**src/rtl/i2c_target.sv**
```systemverilog
// i2c_target: I2C target that ACKs its 7-bit address, receives written bytes and returns tx_data on reads.
module i2c_target #(
    parameter logic [6:0] ADDR = 7'h2A
) (
    input  logic       clk,
    input  logic       rst,
    input  logic       scl_i,
    input  logic       sda_i,
    output logic       sda_oe,
    output logic [7:0] rx_data,
    output logic       rx_valid,
    input  logic [7:0] tx_data,
    output logic       tx_req,
    output logic       busy
);
    localparam logic [2:0] S_IDLE = 3'd0, S_ADDR = 3'd1, S_ADDR_ACK = 3'd2, S_WR = 3'd3,
                           S_WR_ACK = 3'd4, S_RD = 3'd5, S_RD_ACK = 3'd6, S_SKIP = 3'd7;
    logic [2:0] state, cnt, scl_q, sda_q;
    logic [6:0] shreg;
    logic [7:0] tx_sh;
    logic       rw, phase, sda, scl_rise, scl_fall, start_c, stop_c;
    // [0],[1] form the synchronizer, [2] is the history flop used for edge detection
    assign sda      = sda_q[1];
    assign scl_rise = scl_q[1] & ~scl_q[2];
    assign scl_fall = ~scl_q[1] & scl_q[2];
    assign start_c  = scl_q[1] & scl_q[2] & ~sda_q[1] & sda_q[2];
    assign stop_c   = scl_q[1] & scl_q[2] & sda_q[1] & ~sda_q[2];
    always_ff @(posedge clk) begin
        if (rst) begin
            state <= S_IDLE;
            cnt <= 3'd0;
            scl_q <= 3'b111;
            sda_q <= 3'b111;
            shreg <= 7'd0;
            tx_sh <= 8'd0;
            rw <= 1'b0;
            phase <= 1'b0;
            sda_oe <= 1'b0;
            rx_data <= 8'd0;
            rx_valid <= 1'b0;
            tx_req <= 1'b0;
            busy <= 1'b0;
        end else begin
            scl_q <= {scl_q[1:0], scl_i};
            sda_q <= {sda_q[1:0], sda_i};
            rx_valid <= 1'b0;
            tx_req <= 1'b0;
            if (tx_req) tx_sh <= tx_data;
            if (stop_c) begin
                state <= S_IDLE;
                sda_oe <= 1'b0;
                busy <= 1'b0;
            end else if (start_c) begin
                state <= S_ADDR;
                cnt <= 3'd0;
                sda_oe <= 1'b0;
                phase <= 1'b0;
            end else if (scl_rise) begin
                case (state)
                    S_ADDR: begin
                        shreg <= {shreg[5:0], sda};
                        cnt <= cnt + 3'd1;
                        if (cnt == 3'd7) begin
                            state <= (shreg == ADDR) ? S_ADDR_ACK : S_SKIP;
                            busy <= (shreg == ADDR);
                            rw <= sda;
                            tx_req <= (shreg == ADDR) & sda;
                            phase <= 1'b0;
                        end
                    end
                    S_WR: begin
                        shreg <= {shreg[5:0], sda};
                        cnt <= cnt + 3'd1;
                        if (cnt == 3'd7) begin
                            rx_data <= {shreg, sda};
                            rx_valid <= 1'b1;
                            state <= S_WR_ACK;
                            phase <= 1'b0;
                        end
                    end
                    S_RD: begin
                        cnt <= cnt + 3'd1;
                        if (cnt == 3'd7) begin
                            state <= S_RD_ACK;
                            phase <= 1'b0;
                        end
                    end
                    S_RD_ACK: begin
                        state <= sda ? S_SKIP : S_RD_ACK;
                        tx_req <= ~sda;
                    end
                    default: ;
                endcase
            end else if (scl_fall) begin
                case (state)
                    // first fall opens our ACK slot, second fall closes it
                    S_ADDR_ACK, S_WR_ACK: begin
                        phase <= ~phase;
                        if (!phase) sda_oe <= 1'b1;
                        else begin
                            state <= (state == S_ADDR_ACK && rw) ? S_RD : S_WR;
                            sda_oe <= (state == S_ADDR_ACK && rw) ? ~tx_sh[7] : 1'b0;
                        end
                    end
                    S_RD: begin
                        sda_oe <= ~tx_sh[6];
                        tx_sh <= {tx_sh[6:0], 1'b0};
                    end
                    S_RD_ACK: begin
                        phase <= ~phase;
                        if (!phase) sda_oe <= 1'b0;
                        else begin
                            state <= S_RD;
                            sda_oe <= ~tx_sh[7];
                        end
                    end
                    default: ;
                endcase
            end
        end
    end
endmodule
```
**config.mk**
```make
export PLATFORM = sky130hd
export DESIGN_NAME = i2c_target
export DESIGN_NICKNAME = d
export VERILOG_FILES = /design/src/rtl/i2c_target.sv
export SDC_FILE = /design/constraint.sdc
export NUM_CORES = 1
export LEC_CHECK = 0
export BUFFER_PORTS_ARGS = -buffer_cell sky130_fd_sc_hd__buf_2
export CAP_MARGIN = 20
export CORE_ASPECT_RATIO = 0.6
export CORE_UTILIZATION = 33
export CTS_CLUSTER_SIZE = 8
export DETAILED_ROUTE_END_ITERATION = 8
export REMOVE_ABC_BUFFERS = 1
export SYNTH_ARGS = -nofsm -noshare
export SYNTH_HDL_FRONTEND = slang
export SYNTH_SLANG_ARGS = --single-unit
```
**constraint.sdc**
```tcl
create_clock -name clk -period 1.6 [get_ports clk]
set_input_delay 0.16 -clock clk [delete_from_list [all_inputs] [get_ports clk]]
set_output_delay 0.16 -clock clk [all_outputs]
set_load 0.05 [all_outputs]
```
==> impl.org <==
** Placed design
- Placed wire-length estimate after detailed placement :: 3.21 mm
- Routability congestion estimate :: 0.825
- In this run the tool buffered the top-level ports with 23 buffer cells.
- At the placement stage, the worst setup path has a slack of -0.0719 ns.

** Synthesis
- Post-synth design cell area :: ~2000 um2
- Ranked by total cell area, the synthesized netlist is headed by sky130_fd_sc_hd__dfxtp_1, sky130_fd_sc_hd__mux2i_1, sky130_fd_sc_hd__nor2_1.
- The Yosys step of the flow raised 0 warnings.
- Sequential cell area fraction in the yosys report :: between 40 and 50%
- The biggest area contributor in the post-synthesis netlist is sky130_fd_sc_hd__dfxtp_1.
- The synthesized design devotes to its leading area cell type 40.5% of total area.
- Counting flops with an async set or reset pin after synthesis yields a share of 0%.
- Dominant synthesized flop cell :: sky130_fd_sc_hd__dfxtp_1
- Flip-flop and latch count after synthesis :: 41
- Post-synthesis cell count :: around 220
- Mean instance size in the synthesized netlist :: 9.43 um2
- Count of flip-flops with a built-in enable after synthesis :: 0
- Number of distinct library cells after synthesis :: 50

** Route
- Total via count after detailed routing :: 1675
- In this run, the number of DRC markers left after iteration 0 of detailed routing was between 80 and 90.
- After detailed routing, the number of remaining DRC violations is 0.
- First-pass DRT Iterations :: 4
- Average wire per cell in the routed design :: ~14 um
- Dividing the detail-routed via count by the number of cells gives 5.05.
- DRT Wirelength :: ~4.6 mm
- Number of antenna-violating nets in the routed design :: 0

** Timing
- The clock arrives with roughly 0.0041 ns of skew.
- Final min period :: around 1.5 ns
- Across all hold checks on the routed design, the worst slack comes to 0.0399 ns.
- Worst Setup Slack, final :: 0.0663 ns
- Post-route clock period utilization :: between 90% and 100%
- Fmax achieved :: 0.652 GHz
- Number of failing setup endpoints in the final timing report :: 0
- Hold Fails Final Rpt :: 0
- The number of max-slew violations in the final report was 0.
- RSZ-0062 raised after global routing :: yes
- Worst-Margin Slew :: 0.486 ns
- Relative slew margins :: 67.5%

** Global route
- Maximum number of pins on one net before global-route repair :: 16
- The number of global-route vias before repair is 1501.
- The first global-routing pass estimated 7.40 mm of wire.
- The number of antenna violations at the first check in global routing was 0.
- Global routing finished with a remaining overflow of 0.
- GRT Util Overall :: 15.0%

** Floorplan
- I/O pin total :: 24
- Placeable Area :: 5750 um2
- The initialized floorplan defines 21 standard-cell rows.
- Initial cell density of the core :: 35.2%
- The floorplan step set the die width to 103 um.
- The die covers roughly 6500 um2.
- The floorplan step set the die height to 62.7 um.

** Status
- Run status :: finished clean

** Cells and area
- The layout has roughly 550 filler cells.
- Share of layout cells above drive strength 1 :: 34.5%
- The repair_antennas step left the layout with diodes totalling 0.
- Commonest cells after routing, fill and taps aside :: sky130_fd_sc_hd__dfxtp_1, sky130_fd_sc_hd__nor2_1, sky130_fd_sc_hd__mux2i_1, sky130_fd_sc_hd__buf_2, sky130_fd_sc_hd__buf_4
- Area delta synth->final :: 24.2%
- For this run, the post-layout net count is 268.
- Utilization after layout :: 43.8%
- Leaving out fill and tap cells, the most frequent cell in the layout is sky130_fd_sc_hd__dfxtp_1.

** Pwr
- The clock network accounts for between 30% and 40% of the total power.
- The internal portion of the total power is 1.43 mW.
- Flop pwr share :: 55.3%
- Net Sw Frac :: 23.9%
- Overall power of the completed layout :: ~1.9 mW
- Worst supply voltage drop on vdd :: 0.000402 V
- Share of total power in combinational logic :: 6.4%
- In this run the power spent charging and discharging nets is 0.448 mW.
- In this run the power density over the cells is 745 nW/um2.
- In this run the static leakage power is 0.927 nW.

** Critical path
- Worst path max stage delay :: 0.38 ns
- Endpoint arrival time on the critical path :: 1.75 ns
- The critical path is of the reg -> reg type.
- Walking the worst path, the cells encountered are inv_1, ha_2, a211oi_2, nand2_1, a211oi_2.
- STA classifies the critical path startpoint as a flop.
- Along the worst path, the maximum fanout reaches 4.
- Origin of the worst setup path :: scl_q[1]
- In this run the critical register-to-register path is launched from scl_q[1].
- CP Capture Type :: flop
- In this design, the critical path's most frequently occurring cell is sky130_fd_sc_hd__a211oi_2.
- Endpoint required time on the critical path :: between 1.5 and 2 ns
- On the critical path, the stage with the largest delay is an instance of sky130_fd_sc_hd__dfxtp_4.

** Hold path
- The startpoint identified for the worst hold timing path is sda_i.
- The path class of the tightest hold or removal check is in -> reg.

** Clocking
- The H-tree was split into 2 levels.
- Setup Buffers After CTS :: 0
- CTS Sinks :: 41
- After clock tree synthesis, the clock-pin slew on the worst setup and hold paths is roughly 0.080 ns.
- Clock tree synthesis inserted a total of 5 buffers.
- Clock latency of the later-clocked register in the worst-skew pair :: 0.30 ns
- TritonCTS built the clock tree.
- The tree is rooted in a sky130_fd_sc_hd__clkbuf_8.
- The number of hold buffers added after CTS was 0.
- Buffers from clock root to sink, at most :: 2

** Run
- Max Cap Viol :: 0
## critical path, delay by kind of cell, from the launching register on
kind | cells | cell delay [ns]
AOI/OAI and AO/OA | 2 | 0.55
DFF | 1 | 0.38
adders and majority gates | 1 | 0.31
and+or+nand+nor | 1 | 0.16
buffers and inverters | 1 | 0.05
## state kept, by name, summed over array words and instances, names as in the netlist, 3 cells and up
| signal | cells |
|---|---|
| rx_data | 8 |
| tx_sh | 8 |
| shreg | 7 |
| cnt | 3 |
| scl_q | 3 |
| sda_q | 3 |
| state | 3 |
## area by class of cell
| class | instances | area, um2 | share of cell area (%) |
|---|---|---|---|
| multi-input cells | 153 | 1170 | 46.6 |
| flip-flops and latches | 41 | 835 | 33.1 |
| repair buffers | 45 | 297 | 11.8 |
| well taps | 80 | 100 | 3.97 |
| clock buffers | 6 | 82.6 | 3.28 |
| inverters | 5 | 18.8 | 0.745 |
| clock inverters | 2 | 13.8 | 0.546 |
## cells in the mapped netlist, types with 3 or more instances
library cell and count:
sky130_fd_sc_hd__a21o_1 3, sky130_fd_sc_hd__or2_2 7, sky130_fd_sc_hd__nand2_1 9, sky130_fd_sc_hd__a21oi_1 6, sky130_fd_sc_hd__o211ai_1 3, sky130_fd_sc_hd__a211oi_1 10, sky130_fd_sc_hd__nor3_1 6, sky130_fd_sc_hd__a211oi_2 3
sky130_fd_sc_hd__dfxtp_1 41, sky130_fd_sc_hd__inv_1 5, sky130_fd_sc_hd__clkbuf_1 5, sky130_fd_sc_hd__ha_1 5, sky130_fd_sc_hd__buf_2 5, sky130_fd_sc_hd__nor2_1 31, sky130_fd_sc_hd__nand4b_1 3, sky130_fd_sc_hd__mux2i_1 25
sky130_fd_sc_hd__buf_4 3
## power groups by stage
stage                     clock network (mW)  registers [mW]  logic, mW
after floorplan                            0            1.06     0.0482
after global placement                     0            1.06      0.111
after detailed placement                   0            1.06      0.111
after CTS                              0.742            1.04      0.113
after global routing                   0.780            1.04      0.130
final                                  0.718            1.04      0.121
## layer usage
layer  GRT usage, %  share of wire [%]  vias to the layer above
met5              0                  0                        -
met4           6.69                1.4                        0
met3           4.59                6.0                        7
met2           18.3                 39                       53
met1           23.0                 54                      775
li1               -                  -                      840
## per-stage QoR
stage | std cells | instance area [um2] | setup TNS, ns
3_3_place_gp | 324 | 2330 | -0.132
3_5_place_dp | 324 | 2330 | -0.938
5_1_grt | 332 | 2520 | -0.0478
2_1_floorplan | 199 | 1940 | -2.59
6_report | 332 | 2520 | 0
4_1_cts | 332 | 2450 | -0.0290
## path summary, 6_finish.rpt
| kind | to | slack, ns | depth (start not counted) |
|---|---|---|---|
| setup / recovery | state[1] | 0.07 | 5 |
| hold / removal | sda_q[0] | 0.04 | 2 |
| setup reg to reg | state[1] | 0.07 | 5 |
| hold reg to reg | sda_q[1] | 0.42 | 1 |
## cells by family (layout without fill, tap and decap cells)
group                    count (synthesis)  after routing  synth area share [%]
AO/OA/AOI/OAI                           41             41                  16.0
XOR/XNOR                                 3              3                  1.30
adder cells (fa/ha/maj)                  5              5                  3.08
buffers and inverters                   21             58                  5.49
flip-flops                              41             41                  40.5
multiplexers                            26             26                  12.9
AND/OR/NAND/NOR                         78             78                  20.8
## what timing repair did
action | in CTS | in global routing
pin swaps | 0 | 4
gates resized for setup | 7 | 18
setup endpoints to repair | 30 | 30
(Power assumes the default switching activity.)
